[config.mk]
export PLATFORM = sky130hd
export DESIGN_NAME = tpum_xbox_sequencer
export DESIGN_NICKNAME = d
export VERILOG_FILES = /design/src/rtl/tpum_pkg.sv /design/src/rtl/tpum_xbox_req.sv /design/src/rtl/tpum_xbox_sequencer.sv
export SDC_FILE = /design/constraint.sdc
export NUM_CORES = 1
export LEC_CHECK = 0
export CELL_PAD_IN_SITES_DETAIL_PLACEMENT = 1
export CELL_PAD_IN_SITES_GLOBAL_PLACEMENT = 1
export CORE_ASPECT_RATIO = 1.2
export CORE_MARGIN = 2
export CORE_UTILIZATION = 39
export CTS_CLUSTER_SIZE = 16
export DETAILED_ROUTE_END_ITERATION = 6
export GPL_TIMING_DRIVEN = 1
export PLACE_DENSITY_LB_ADDON = 0.1
export SYNTH_ARGS = -nofsm -noshare
export SYNTH_HDL_FRONTEND = slang
export SYNTH_SLANG_ARGS = --single-unit
[constraint.sdc]
create_clock -name clk -period 3.2 [get_ports clk]
set_input_delay 0.32 -clock clk [delete_from_list [all_inputs] [get_ports clk]]
set_output_delay 0.32 -clock clk [all_outputs]
set_load 0.01 [all_outputs]
[src/rtl/tpum_pkg.sv]
// -----------------------------------------------------------------------------
// tpum_pkg
// Shared definitions for the triple-PUM control slice:
//   - tpum_state_e : one-hot sequencer state code (also exported on state_o)
//   - tpum_op_e    : one-hot operation code (GEMM / BNN / PUM)
//   - default xbox address and dimension widths
//   - APB register-map indices used by the register file
//   - is_onehot3   : command legality helper for the mode field
// -----------------------------------------------------------------------------
package tpum_pkg;

    localparam int TPUM_ADDR_W = 14;
    localparam int TPUM_DIM_W  = 15;

    typedef enum logic [6:0] {
        ST_IDLE     = 7'b000_0001,
        ST_LOAD_R2  = 7'b000_0010,
        ST_LOAD_R1  = 7'b000_0100,
        ST_COMPUTE  = 7'b000_1000,
        ST_WAIT_CMP = 7'b001_0000,
        ST_WRITE_RA = 7'b010_0000,
        ST_DONE     = 7'b100_0000
    } tpum_state_e;

    typedef enum logic [2:0] {
        GEMM_OP = 3'b001,
        BNN_OP  = 3'b010,
        PUM_OP  = 3'b100
    } tpum_op_e;

    // APB register-map word indices
    localparam logic [3:0] REG_MODE   = 4'h0;
    localparam logic [3:0] REG_DIM_A  = 4'h1;
    localparam logic [3:0] REG_DIM_B  = 4'h2;
    localparam logic [3:0] REG_BASE_A = 4'h3;
    localparam logic [3:0] REG_BASE_B = 4'h4;
    localparam logic [3:0] REG_BASE_C = 4'h5;
    localparam logic [3:0] REG_START  = 4'h6;
    localparam logic [3:0] REG_STATE  = 4'h7;

    // True when exactly one of the three mode bits is set
    function automatic logic is_onehot3(input logic [2:0] m);
        return (m == 3'b001) || (m == 3'b010) || (m == 3'b100);
    endfunction

endpackage

[src/rtl/tpum_xbox_req.sv]
// -----------------------------------------------------------------------------
// tpum_xbox_req
// Request holder for the xbox port. A one-cycle issue pulse loads a read
// (rd_o, sel_o) or write (wr_o) request with its address; the request is held
// stable until the xbox acknowledges it or the command is aborted.
// Ports:
//   clk, rst_n            clock, asynchronous active-low reset
//   abort_i               drop any pending request at the next edge
//   issue_i               load a new request this edge (wins over completion)
//   issue_wr_i            1 = write RA, 0 = read
//   issue_sel_i           read target: 1 = R1, 0 = R2
//   issue_addr_i          request address
//   ack_i                 xbox completes the pending request this cycle
//   rd_o, wr_o, sel_o, addr_o  registered xbox request outputs
//   done_o                pending request completes at this edge
// -----------------------------------------------------------------------------
module tpum_xbox_req #(
    parameter int ADDR_W = 14
) (
    input  logic              clk,
    input  logic              rst_n,
    input  logic              abort_i,
    input  logic              issue_i,
    input  logic              issue_wr_i,
    input  logic              issue_sel_i,
    input  logic [ADDR_W-1:0] issue_addr_i,
    input  logic              ack_i,
    output logic              rd_o,
    output logic              wr_o,
    output logic              sel_o,
    output logic [ADDR_W-1:0] addr_o,
    output logic              done_o
);

    logic              rd_q;
    logic              wr_q;
    logic              sel_q;
    logic [ADDR_W-1:0] addr_q;

    // An abort suppresses completion so the sequencer never advances on it
    assign done_o = (rd_q | wr_q) & ack_i & ~abort_i;

    // Request register: abort clears, issue loads, completion clears, else hold
    always_ff @(posedge clk or negedge rst_n) begin
        if (!rst_n) begin
            rd_q   <= 1'b0;
            wr_q   <= 1'b0;
            sel_q  <= 1'b0;
            addr_q <= {ADDR_W{1'b0}};
        end else if (abort_i) begin
            rd_q   <= 1'b0;
            wr_q   <= 1'b0;
            sel_q  <= 1'b0;
            addr_q <= {ADDR_W{1'b0}};
        end else if (issue_i) begin
            rd_q   <= ~issue_wr_i;
            wr_q   <= issue_wr_i;
            sel_q  <= issue_sel_i & ~issue_wr_i;
            addr_q <= issue_addr_i;
        end else if (done_o) begin
            rd_q   <= 1'b0;
            wr_q   <= 1'b0;
            sel_q  <= 1'b0;
            addr_q <= {ADDR_W{1'b0}};
        end
    end

    assign rd_o   = rd_q;
    assign wr_o   = wr_q;
    assign sel_o  = sel_q;
    assign addr_o = addr_q;

endmodule

[src/rtl/tpum_xbox_sequencer.sv]
// -----------------------------------------------------------------------------
// tpum_xbox_sequencer
// Control FSM for the triple-PUM datapath. One accepted start produces, for
// each weight row j: load R2 (skipped for PUM), then for each input row i:
// load R1, one compute pass, write RA at base_c + j*NA + i.
// Ports:
//   clk, rst_n                     clock, asynchronous active-low reset
//   start, abort                   command pulse (IDLE/DONE only), sync abort
//   mode, dim_a, dim_b             one-hot op, NA input rows, NB weight rows
//   base_a, base_b, base_c         base xbox rows of inputs/weights/results
//   xbox_ack                       xbox completes the pending rd/wr
//   xbox_rd, xbox_wr, xbox_sel     registered request strobes, R1/R2 select
//   xbox_addr                      request address
//   cmp_start, cmp_done            compute launch pulse / completion
//   busy, done, err                status (done/err are levels)
//   state_o                        one-hot state for the monitor register
// -----------------------------------------------------------------------------
module tpum_xbox_sequencer
    import tpum_pkg::*;
#(
    parameter int ADDR_W = TPUM_ADDR_W,
    parameter int DIM_W  = TPUM_DIM_W
) (
    input  logic              clk,
    input  logic              rst_n,
    input  logic              start,
    input  logic              abort,
    input  logic [2:0]        mode,
    input  logic [DIM_W-1:0]  dim_a,
    input  logic [DIM_W-1:0]  dim_b,
    input  logic [ADDR_W-1:0] base_a,
    input  logic [ADDR_W-1:0] base_b,
    input  logic [ADDR_W-1:0] base_c,
    input  logic              xbox_ack,
    output logic              xbox_rd,
    output logic              xbox_wr,
    output logic              xbox_sel,
    output logic [ADDR_W-1:0] xbox_addr,
    output logic              cmp_start,
    input  logic              cmp_done,
    output logic              busy,
    output logic              done,
    output logic              err,
    output logic [6:0]        state_o
);

    localparam logic [DIM_W-1:0]  ONE_D = {{(DIM_W-1){1'b0}}, 1'b1};
    localparam logic [ADDR_W-1:0] ONE_A = {{(ADDR_W-1){1'b0}}, 1'b1};

    // base + offset, wrapping silently modulo 2^ADDR_W
    function automatic logic [ADDR_W-1:0] row_addr(input logic [ADDR_W-1:0] base,
                                                   input logic [DIM_W-1:0]  off);
        logic [DIM_W+ADDR_W-1:0] sum;
        sum = {{DIM_W{1'b0}}, base} + {{ADDR_W{1'b0}}, off};
        return sum[ADDR_W-1:0];
    endfunction

    tpum_state_e       state_q;
    logic [DIM_W-1:0]  na_q;
    logic [DIM_W-1:0]  nb_q;
    logic [ADDR_W-1:0] base_a_q;
    logic [ADDR_W-1:0] base_b_q;
    logic [ADDR_W-1:0] cptr_q;
    logic [DIM_W-1:0]  i_q;
    logic [DIM_W-1:0]  j_q;
    logic              cmp_start_q;
    logic              done_q;
    logic              err_q;

    logic              is_pum_s;
    logic              legal_s;
    logic              last_i_s;
    logic              last_j_s;
    logic              xfer_done_s;
    logic              issue_s;
    logic              issue_wr_s;
    logic              issue_sel_s;
    logic [ADDR_W-1:0] issue_addr_s;

    assign is_pum_s = (mode == PUM_OP);
    assign legal_s  = is_onehot3(mode) && (dim_a != {DIM_W{1'b0}}) &&
                      (is_pum_s || (dim_b != {DIM_W{1'b0}}));
    assign last_i_s = (i_q == (na_q - ONE_D));
    assign last_j_s = (j_q == (nb_q - ONE_D));

    // Next xbox request, issued on the same edge as the state change that needs it
    always_comb begin
        issue_s      = 1'b0;
        issue_wr_s   = 1'b0;
        issue_sel_s  = 1'b0;
        issue_addr_s = {ADDR_W{1'b0}};
        case (state_q)
            ST_IDLE, ST_DONE: begin
                if (start && legal_s) begin
                    issue_s      = 1'b1;
                    issue_sel_s  = is_pum_s;
                    issue_addr_s = is_pum_s ? base_a : base_b;
                end else begin
                    issue_s = 1'b0;
                end
            end
            ST_LOAD_R2: begin
                if (xfer_done_s) begin
                    issue_s      = 1'b1;
                    issue_sel_s  = 1'b1;
                    issue_addr_s = row_addr(base_a_q, i_q);
                end else begin
                    issue_s = 1'b0;
                end
            end
            ST_WAIT_CMP: begin
                if (cmp_done) begin
                    issue_s      = 1'b1;
                    issue_wr_s   = 1'b1;
                    issue_addr_s = cptr_q;
                end else begin
                    issue_s = 1'b0;
                end
            end
            ST_WRITE_RA: begin
                if (xfer_done_s && !last_i_s) begin
                    issue_s      = 1'b1;
                    issue_sel_s  = 1'b1;
                    issue_addr_s = row_addr(base_a_q, i_q + ONE_D);
                end else if (xfer_done_s && !last_j_s) begin
                    issue_s      = 1'b1;
                    issue_sel_s  = 1'b0;
                    issue_addr_s = row_addr(base_b_q, j_q + ONE_D);
                end else begin
                    issue_s = 1'b0;
                end
            end
            default: begin
                issue_s = 1'b0;
            end
        endcase
    end

    tpum_xbox_req #(
        .ADDR_W(ADDR_W)
    ) u_req (
        .clk         (clk),
        .rst_n       (rst_n),
        .abort_i     (abort),
        .issue_i     (issue_s),
        .issue_wr_i  (issue_wr_s),
        .issue_sel_i (issue_sel_s),
        .issue_addr_i(issue_addr_s),
        .ack_i       (xbox_ack),
        .rd_o        (xbox_rd),
        .wr_o        (xbox_wr),
        .sel_o       (xbox_sel),
        .addr_o      (xbox_addr),
        .done_o      (xfer_done_s)
    );

    // Sequencer state, loop counters, command latch and status outputs
    always_ff @(posedge clk or negedge rst_n) begin
        if (!rst_n) begin
            state_q     <= ST_IDLE;
            na_q        <= {DIM_W{1'b0}};
            nb_q        <= {DIM_W{1'b0}};
            base_a_q    <= {ADDR_W{1'b0}};
            base_b_q    <= {ADDR_W{1'b0}};
            cptr_q      <= {ADDR_W{1'b0}};
            i_q         <= {DIM_W{1'b0}};
            j_q         <= {DIM_W{1'b0}};
            cmp_start_q <= 1'b0;
            done_q      <= 1'b0;
            err_q       <= 1'b0;
        end else if (abort) begin
            // abort beats start, ack and cmp_done; counters are left untouched
            state_q     <= ST_IDLE;
            cmp_start_q <= 1'b0;
            done_q      <= 1'b0;
            err_q       <= 1'b0;
        end else begin
            case (state_q)
                ST_IDLE, ST_DONE: begin
                    cmp_start_q <= 1'b0;
                    if (start) begin
                        na_q     <= dim_a;
                        // PUM has no weight rows: run the outer loop once
                        nb_q     <= is_pum_s ? ONE_D : dim_b;
                        base_a_q <= base_a;
                        base_b_q <= base_b;
                        cptr_q   <= base_c;
                        i_q      <= {DIM_W{1'b0}};
                        j_q      <= {DIM_W{1'b0}};
                        if (legal_s) begin
                            done_q  <= 1'b0;
                            err_q   <= 1'b0;
                            state_q <= is_pum_s ? ST_LOAD_R1 : ST_LOAD_R2;
                        end else begin
                            done_q  <= 1'b1;
                            err_q   <= 1'b1;
                            state_q <= ST_DONE;
                        end
                    end
                end
                ST_LOAD_R2: begin
                    if (xfer_done_s) begin
                        state_q <= ST_LOAD_R1;
                    end
                end
                ST_LOAD_R1: begin
                    if (xfer_done_s) begin
                        state_q     <= ST_COMPUTE;
                        cmp_start_q <= 1'b1;
                    end
                end
                ST_COMPUTE: begin
                    cmp_start_q <= 1'b0;
                    state_q     <= ST_WAIT_CMP;
                end
                ST_WAIT_CMP: begin
                    if (cmp_done) begin
                        state_q <= ST_WRITE_RA;
                    end
                end
                ST_WRITE_RA: begin
                    if (xfer_done_s) begin
                        // result pointer walks base_c + j*NA + i without a multiplier
                        cptr_q <= cptr_q + ONE_A;
                        if (!last_i_s) begin
                            i_q     <= i_q + ONE_D;
                            state_q <= ST_LOAD_R1;
                        end else if (!last_j_s) begin
                            i_q     <= {DIM_W{1'b0}};
                            j_q     <= j_q + ONE_D;
                            state_q <= ST_LOAD_R2;
                        end else begin
                            done_q  <= 1'b1;
                            state_q <= ST_DONE;
                        end
                    end
                end
                default: begin
                    cmp_start_q <= 1'b0;
                    state_q     <= ST_IDLE;
                end
            endcase
        end
    end

    assign busy      = (state_q != ST_IDLE) && (state_q != ST_DONE);
    assign done      = done_q;
    assign err       = err_q;
    assign cmp_start = cmp_start_q;
    assign state_o   = state_q;

endmodule
* Word-level counts from Yosys, hierarchy flattened
Index checks and enable logic that the tools add are counted.
** Storage, ports and cells
- Logic and storage cells :: 147
- Input port bits :: 81
- Register bits :: 129
** Operators by class
- Add/subtract/negate cells :: 8
- Reductions and logical operators :: 28
- Multiplexer cells :: 63
- Bitwise operators :: 6
- Eq/ne operators :: 27
** Operator list (number)
- 14-bit 2-to-1 mux :: 11
- 15-bit 2-to-1 mux :: 8
- 7-bit 2-to-1 mux :: 9
- 15-bit case mux with 2 select lines :: 2
- 14-bit case mux with 4 select lines :: 1
- 14-bit adder :: 3
- 7-bit case mux with 6 select lines :: 1
- 15-bit by 1-bit adder with 15-bit output, second input constant :: 2
- 15-bit equality test :: 2
- 15-bit nonzero test :: 2
- 15-bit by 1-bit subtractor with 15-bit output, second input constant :: 2
- 14-bit case mux with 2 select lines :: 1
- 1-bit 2-to-1 mux :: 25
- 3-bit inequality test, second input constant :: 8
- 5-bit AND reduction :: 3
- 14-bit by 1-bit adder with 14-bit output, second input constant :: 1
- 2-bit inequality test, second input constant :: 4
- 7-bit by 1-bit equality test with 1-bit output, second input constant :: 1
- 7-bit by 2-bit equality test with 1-bit output, second input constant :: 1
- 7-bit by 3-bit equality test with 1-bit output, second input constant :: 1
- 7-bit by 4-bit equality test with 1-bit output, second input constant :: 1
- 7-bit by 5-bit equality test with 1-bit output, second input constant :: 1
- 7-bit by 6-bit equality test with 1-bit output, second input constant :: 1
- 7-bit equality test, second input constant :: 1
- 24 further kinds :: 40

* Logic depth before layout (Yosys ltp)
Gate-level depths: netlist (run 1).
- Word-level depth :: 11
- Depth in mapped cells :: 15
- Gate-level depth less buffers :: 15

* Modules after synthesis
A second synthesis (run 1) with hierarchy kept.
** Unflattened totals
- Cells, all modules :: 1180
- Area, all modules :: 9577.9 um2
** Modules (own cells, without submodules)
- tpum_xbox_sequencer :: sequential area each 2803.9 um2, area each 8902.3 um2, cells an instance 1134, instances 1
- tpum_xbox_req :: sequential area each 425.4 um2, area each 675.6 um2, cells an instance 46, instances 1

* Least setup slack after synthesis (run 1)
Ideal clock, no wire load.
- Kind :: reg2reg
- Start :: reg i_q[0]
- End :: reg u_req.addr_q[13], in the netlist u_req.addr_o[13]
- Clock period less this slack :: 3.099 ns
- Path buffers :: 0
- Cell stages (with the launch flop) :: 13
- Setup time :: 0.086 ns
- Data arrival time :: 3.013 ns
- Slack :: 0.101 ns
- Cells stage by stage :: dfrtp_1 > ha_1 > nand3_1 > xnor2_1 > ha_1 > and3_1 > a2111oi_0 > a21oi_1 > o21ai_0 > o21ai_0 > xnor2_1 > nand2_1 > a32oi_1
** On the way
- Longest elaborated chain between the ends :: 7
- Elaborated cells between the ends (all ways) :: 14
** Ends and longest elaborated chain
- start, declared :: RTL line tpum_xbox_sequencer.sv:64 : logic [DIM_W-1:0] i_q;
- start signal, assigned :: RTL line tpum_xbox_sequencer.sv:166 : i_q <= {DIM_W{1'b0}};
- start signal, assigned :: RTL line tpum_xbox_sequencer.sv:188 : i_q <= {DIM_W{1'b0}};
- start signal, assigned :: RTL line tpum_xbox_sequencer.sv:226 : i_q <= i_q + ONE_D;
- branches (longest 7 deep; another with 15-bit by 1-bit adder with 15-bit output)
- end signal, assigned :: RTL line tpum_xbox_req.sv:49 : addr_q <= {ADDR_W{1'b0}};
- end signal, assigned :: RTL line tpum_xbox_req.sv:54 : addr_q <= {ADDR_W{1'b0}};
- end signal, assigned :: RTL line tpum_xbox_req.sv:59 : addr_q <= issue_addr_i;
- end, declared :: RTL line tpum_xbox_req.sv:38 : logic [ADDR_W-1:0] addr_q;
Parallel ways; which one is timed is not known.
A chain may end at the register's enable or synchronous reset.

* Final worst setup path (run 1)
- Start :: reg i_q[1]
- End :: reg u_req.addr_q[13], in the netlist u_req.addr_o[13]
Same word-level chain as after synthesis.

==> impl_metrics.csv, run 1 <==
group,metric,value,unit
floorplanning,die_x,146.7,um
power_and_ir_drop,intPower,5.176,mW
floorplanning,die_y,175.3,um
run,drv_cap,0,
power_and_ir_drop,clkPwrFrac,0.234,
yosys,netlist_area,9534,um^2
yosys,synth_edf_count,0,
worst_hold_path,hp-class,"primary input to flop",
drt,vias_per_cell,5.795,
global_routing,grt_pass1_vias,10110,
yosys,synth_top_area_share,0.3360,
place,dp_hpwl,28170,um
critical_path,r2r_cells,15,
clocking,clkSlewWorstSetupHoldPaths,0.07,ns
sta,finalHoldViolCount,0,
power_and_ir_drop,pwr-share-seq,0.297,
sta,period_needed,3.150,ns
cells_and_area,multi_input_area,6300,um^2
clocking,ctsLongestPathBuffers,2,
cells_and_area,diodes,0,
yosys,ys_seq_area_frac,0.3387,
critical_path,cp-start-kind,"flop",
floorplanning,core_area,23970,um^2
yosys,yosysTopAreaCell,"dfrtp_1",
cells_and_area,area_growth,32.86,%
worst_hold_path,min_from,"dim_a[11]",
critical_path,rr_endpoint,"u_req.addr_o[13]$_DFFE_PN0P_",
critical_path,critPathMaxFanout,5,
clocking,cts_buffers,17,
drt,drt_iter0_drc,565,
sta,setup_viol,0,
yosys,synth.area.top_cells,"dfrtp_1 (34%), nand2_1 (8.3%), xnor2_1 (6.1%)",
drt,num_vias,9643,
power_and_ir_drop,power_leakage,5.576,nW
critical_path,critPathArrivalTime,3.49,ns
worst_hold_path,hold_end,"na_q[11]$_DFFE_PN0P_",
drt,top_layer_used,"met4",
sta,fin_hold_ws,0.4442,ns
place,gp_congestion,0.9335,
global_routing,grt_max_degree,66,
yosys,ys_warn_count,0,
clocking,root_buffer,"clkbuf_16",
drt,wl_met1,15920,um
yosys,syn_avg_cell_area,8.283,um^2
floorplanning,die-area,25720,um^2
clocking,h-tree-depth,4,
critical_path,r2r_setup_slack,0.05,ns
cells_and_area,design_area,12670,um^2
drt,wl_met2,18580,um
global_routing,antenna_found_initial,0,
run_status,status,"completed",
drt,final_antenna_net_count,0,
global_routing,grt_pass1_wl,57590,um
drt,wl_per_cell,22.18,um
sta,finalCritPeriodShare,0.9844,
cells_and_area,post-route-util,0.5284,
clocking,insertion_delay,0.44,ns
clocking,cts_sinks,129,
floorplanning,initial_core_util,0.3977,
global_routing,grt.total_usage,0.2865,
cells_and_area,fillers,2790,
cells_and_area,nets,1460,
floorplanning,rows,62,
critical_path,cp.required,3.54,ns
drt,dr.pass1.iters,5,
power_and_ir_drop,pwr-share-comb,0.469,
critical_path,cp-end-kind,"flop",
cells_and_area,drive_above_1_share,0.1682,
worst_hold_path,holdPathStages,3,
drt,wl,36910,um
drt,met3_length,1241,um
sta,finalClockSkew,0.01372,ns
yosys,syn_inst,1151,
sta,relSlewSlack,0.4949,
global_routing,grt-ovfl-total,0,
power_and_ir_drop,switchingPower,3.833,mW
sta,tightestPinTransition,0.7577,ns
yosys,synth_nets,1280,
place,io_buffers,108,
power_and_ir_drop,ir_drop,0.3438,mV
yosys,synth_ff_type,"dfrtp_1",
cells_and_area,register_area,3233,um^2
critical_path,r2r_start,"i_q[1]$_DFFE_PN0P_",
yosys,ys_ff_latch,129,
clocking,tritoncts,"done",
floorplanning,io_pins,109,
sta,slew_viol_final,0,
power_and_ir_drop,power.density,711.2,nW/um^2
place,placed_area,11630,um^2
drt,drcViolationCount,0,
power_and_ir_drop,p_sw_frac,0.4255,
yosys,async_flop_share,1.000,
sta,fmax,317.4,MHz
yosys,ys_types,87,
sta,setup_tns,0,ns
critical_path,crit_type,"flop to flop",
## stage by stage
| step | std cells | setup slack (ns) | power [mW] |
|---|---|---|---|
| 5_1_grt | 1664 | -0.05859 | 9.552 |
| 3_3_place_gp | 1624 | 0.04785 | 6.473 |
| 2_1_floorplan | 1151 | 0.1011 | 5.048 |
| 6_report | 1664 | 0.04977 | 9.009 |
| 4_1_cts | 1657 | 0.009267 | 8.824 |
| 3_5_place_dp | 1624 | -0.007745 | 6.608 |
## cell type report
| cell class | count | area share |
|---|---|---|
| clock buffer | 18 | 0.03467 |
| sequential | 129 | 0.2552 |
| multi-input combinational | 930 | 0.4973 |
| clock inverter | 14 | 0.01412 |
| tap | 320 | 0.03161 |
| timing repair buffer | 218 | 0.1567 |
| inverter | 35 | 0.01037 |
## worst max-delay path, stage by stage, from the launching register on
cell     delay (ns)
dfrtp_1        0.41
buf_6          0.14
nand3_1        0.12
nor2_2         0.15
and3_4         0.23
xor2_1         0.18
ha_1           0.29
a21oi_2        0.15
nor2b_1        0.07
or4_1          0.43
o21ai_2        0.15
o21ai_1        0.10
xnor2_1        0.27
buf_4          0.16
nand2_1        0.04
a32oi_1        0.16
## cells in the final DEF, fill, tap and decap left out, types with 16 or more instances in the layout
cell type and n:
nor2_1 60, clkbuf_16 17, inv_1 35, and3_1 25, o21ai_0 61, nand2_1 210, xnor2_1 62, o21ai_1 16
nand3_1 35, clkdlybuf4s50_1 107, buf_4 101, dfrtp_1 125, xor2_1 30, nor3_1 26, a21oi_1 53, ha_1 41
## logic make-up after synthesis
| logic type | Yosys count | share of synthesized area |
|---|---|---|
| flip-flops | 129 | 0.3387 |
| multiplexers | 16 | 0.01693 |
| AO/OA/AOI/OAI | 292 | 0.2067 |
| AND/OR/NAND/NOR | 475 | 0.2433 |
| adder cells (fa/ha/maj) | 48 | 0.06535 |
| buffers and inverters | 92 | 0.03806 |
| XOR/XNOR | 99 | 0.09094 |
## power by group through the flow
stage	Combinational, mW	Sequential [mW]	Clock (mW)
2_1_floorplan	2.56	2.49	0
4_1_cts	4.04	2.66	2.12
5_1_grt	4.63	2.74	2.19
6_report	4.22	2.68	2.11
3_5_place_dp	3.93	2.68	0
3_3_place_gp	3.81	2.66	0
## sequential cells by signal (all words and copies together), names as in the netlist, 7 cells and up
register,cells
base_a_q,14
base_b_q,14
cptr_q,14
i_q,15
j_q,15
na_q,15
nb_q,15
state_o,7
u_req.addr_o,14
## cell usage after synthesis (28+ instances only)
master / count
nand2_1: 211
nor3_1: 28
and3_1: 30
ha_1: 45
clkbuf_1: 49
a21oi_1: 59
nand3_1: 38
nor2_1: 63
o21ai_0: 67
inv_1: 35
xnor2_1: 66
xor2_1: 33
dfrtp_1: 128
## how the worst max path moves through the flow
stage,from,to,slack (ns),depth (start not counted)
2_1_floorplan,i_q[0]$_DFFE_PN0P_,u_req.addr_o[13]$_DFFE_PN0P_,0.10,12
3_3_place_gp,i_q[0]$_DFFE_PN0P_,u_req.addr_o[12]$_DFFE_PN0P_,0.05,11
3_5_place_dp,i_q[0]$_DFFE_PN0P_,u_req.addr_o[12]$_DFFE_PN0P_,-0.008,11
4_1_cts,i_q[0]$_DFFE_PN0P_,u_req.addr_o[13]$_DFFE_PN0P_,0.009,15
5_1_grt,i_q[1]$_DFFE_PN0P_,u_req.addr_o[13]$_DFFE_PN0P_,-0.06,15
6_report,i_q[1]$_DFFE_PN0P_,u_req.addr_o[13]$_DFFE_PN0P_,0.05,15
## per-layer routing
metal / GRT usage / vias up
met3: 0.04052 / 66
met5: 0 / -
met4: 0.1023 / 0
li1: - / 4539
met2: 0.4978 / 204
met1: 0.3641 / 4834
## timing repair
action / CTS / global route
hold endpoints to repair: 64 / 0
hold buffers: 1 / 0
pin swaps: 2 / 15
setup buffers: 0 / 7
endpoints found under the setup margin: 42 / 46
gates resized for setup: 7 / 74
No activity file was read; power rests on OpenSTA's default activity.
==> run 2: changes to the inputs <==
PLACE_DENSITY = 0.83   (was default)
PLACE_DENSITY_LB_ADDON = default   (was 0.1)
==> run 2 against run 1 <==
First-iteration DRC count increased by 22%. Sequential share of layout area rose by 0.56 points. Flip-flop and latch count stayed put. Via count rose by 2.1%. Critical path depth is 2 lower. Combinational power decreased by 2%. Maximum frequency is 0.76% lower. Die area stayed put. Clock power up 3%. Worst hold slack worse by 0.0011 ns. Global-route usage decreased by 0.59 points. Critical path type unchanged. Largest power group unchanged. Highest routed layer unchanged.
==> impl_metrics.csv, run 2 (synthesis results as in run 1) <==
group,metric,value,unit
run_status,status,"completed",
drt,num_vias,9850,
worst_hold_path,min_from,"dim_a[10]",
power_and_ir_drop,intPower,5.187,mW
sta,tightestPinTransition,0.8341,ns
global_routing,grt.total_usage,0.2807,
drt,wl_per_cell,22.30,um
cells_and_area,drive_above_1_share,0.1436,
floorplanning,rows,62,
drt,dr.pass1.iters,5,
worst_hold_path,hold_end,"na_q[10]$_DFFE_PN0P_",
critical_path,critPathArrivalTime,3.50,ns
clocking,h-tree-depth,4,
power_and_ir_drop,p_sw_frac,0.4224,
critical_path,slowest_stage,"a2111oi_2",
critical_path,r2r_start,"i_q[0]$_DFFE_PN0P_",
floorplanning,core_area,23970,um^2
sta,fin_hold_ws,0.4431,ns
clocking,clkSlewWorstSetupHoldPaths,0.06,ns
floorplanning,die_x,146.7,um
cells_and_area,final_common_cell,"nand2_1",
critical_path,crit_type,"flop to flop",
critical_path,rr_endpoint,"u_req.addr_o[7]$_DFFE_PN0P_",
critical_path,cp.required,3.53,ns
clocking,cts_sinks,129,
global_routing,grt-ovfl-total,0,
critical_path,cp-end-kind,"flop",
sta,finalClockSkew,0.007998,ns
drt,final_antenna_net_count,0,
floorplanning,die-area,25720,um^2
worst_hold_path,holdPathStages,3,
run,drv_cap,0,
cells_and_area,fin_cells,1643,
drt,drt_iter0_drc,691,
power_and_ir_drop,clkPwrFrac,0.241,
power_and_ir_drop,ir_drop,0.3960,mV
worst_hold_path,hp-class,"primary input to flop",
global_routing,antenna_found_initial,0,
place,gp_congestion,0.8877,
power_and_ir_drop,power_leakage,5.454,nW
global_routing,grt_max_degree,53,
power_and_ir_drop,power.density,724.5,nW/um^2
sta,relSlewSlack,0.4381,
floorplanning,initial_core_util,0.3977,
place,place_inst,1602,
sta,rsz0062_at_grt,"true",
critical_path,critPathMaxFanout,4,
floorplanning,io_pins,109,
sta,finalCritPeriodShare,0.9920,
critical_path,cp_cell_sequence,"ha_1 -> buf_4 -> xor2_1 -> ha_1 -> and3_1 -> a2111oi_2 -> buf_4 -> o21ai_0 -> a21oi_1 -> xor2_1 -> o211ai_1 -> a21oi_1 -> o21ai_1",
sta,finalHoldViolCount,0,
place,io_buffers,108,
floorplanning,die_y,175.3,um
drt,wl,36630,um
cells_and_area,layout_common_cells,"nand2_1 (211), dfrtp_1 (125), clkdlybuf4s50_1 (107), buf_4 (87)",
sta,slew_viol_final,0,
cells_and_area,area_growth,30.03,%
critical_path,cp-start-kind,"flop",
global_routing,grt_pass1_wl,56700,um
global_routing,grt_pass1_vias,10450,
cells_and_area,post-route-util,0.5172,
sta,period_needed,3.175,ns
place,dp_hpwl,27180,um
power_and_ir_drop,pwr-share-comb,0.459,
cells_and_area,nets,1439,
power_and_ir_drop,switchingPower,3.794,mW
sta,fmax,315.0,MHz
clocking,ctsLongestPathBuffers,2,
clocking,root_buffer,"clkbuf_16",
critical_path,r2r_setup_slack,0.03,ns
drt,vias_per_cell,5.995,
critical_path,r2r_cells,13,
drt,drcViolationCount,0,
clocking,insertion_delay,0.44,ns
clocking,tritoncts,"done",
cells_and_area,diodes,0,
sta,setup_viol,0,
power_and_ir_drop,pwr-share-seq,0.299,
critical_path,critPathMaxStageDelay,0.42,ns
clocking,cts_buffers,17,
==> run 2: how the worst max path moves through the flow <==
stage	start	endpoint	slack [ns]	depth (start not counted)
final	i_q[0]$_DFFE_PN0P_	u_req.addr_o[7]$_DFFE_PN0P_	0.03	13
after global placement	na_q[0]$_DFFE_PN0P_	u_req.addr_o[6]$_DFFE_PN0P_	0.06	8
after floorplan	i_q[0]$_DFFE_PN0P_	u_req.addr_o[13]$_DFFE_PN0P_	0.10	12
after detailed placement	nb_q[0]$_DFFE_PN0P_	j_q[4]$_DFFE_PN0P_	-0.03	8
after CTS	nb_q[0]$_DFFE_PN0P_	u_req.addr_o[9]$_DFFE_PN0P_	-0.03	9
after global routing	i_q[0]$_DFFE_PN0P_	u_req.addr_o[10]$_DFFE_PN0P_	-0.10	14
==> run 2: cell type report <==
| type | instances | area, um^2 |
|---|---|---|
| fillers | 2765 | 11570 |
| multi-input cells | 930 | 6223 |
| flip-flops and latches | 129 | 3233 |
| repair buffers | 197 | 1774 |
| clock buffers | 17 | 425.4 |
| well taps | 320 | 400.4 |
| clock inverters | 15 | 209.0 |
| inverters | 35 | 131.4 |
==> run 2: metal layers <==
layer / track usage / share of wire / vias to the layer above
met3: 0.04338 / 0.042 / 109
li1: - / - / 4480
met2: 0.5129 / 0.52 / 305
met4: 0.1404 / 0.044 / 0
met1: 0.3167 / 0.39 / 4956
met5: 0 / 0 / -
==> run 2: repair_timing <==
item,4_1_cts,5_1_grt
hold endpoints to repair,49,0
gates cloned,0,0
resized for setup,7,50
setup buffers,0,8
pin swaps,0,14
hold buffers,1,0
endpoints found under the setup margin,22,48
==> run 2: worst max-delay path, delay by kind of cell, from the launching register on <==
family | cells | cell delay, ns
xor+xnor | 2 | 0.34
compound gates | 6 | 1.17
flops | 1 | 0.39
simple gates | 1 | 0.22
fa+ha+maj | 2 | 0.58
buf+inv | 2 | 0.36
==> run 2: through the flow <==
step	setup WS [ns]	power, mW	setup TNS (ns)	cell area [um^2]
floorplan	0.1011	5.048	0	9534
global placement	0.05514	6.306	0	11430
detailed placement	-0.02949	6.485	-0.1554	11430
CTS	-0.02884	8.727	-0.09246	12090
global route	-0.1005	9.523	-0.5792	12400
finish	0.02549	8.981	0	12400
==> run 2: power by group through the flow <==
stage,clock [mW],sequential (mW),combinational [mW]
6_report,2.17,2.69,4.13
5_1_grt,2.25,2.76,4.52
4_1_cts,2.18,2.68,3.87
3_5_place_dp,0,2.69,3.79
3_3_place_gp,0,2.67,3.64
2_1_floorplan,0,2.49,2.56
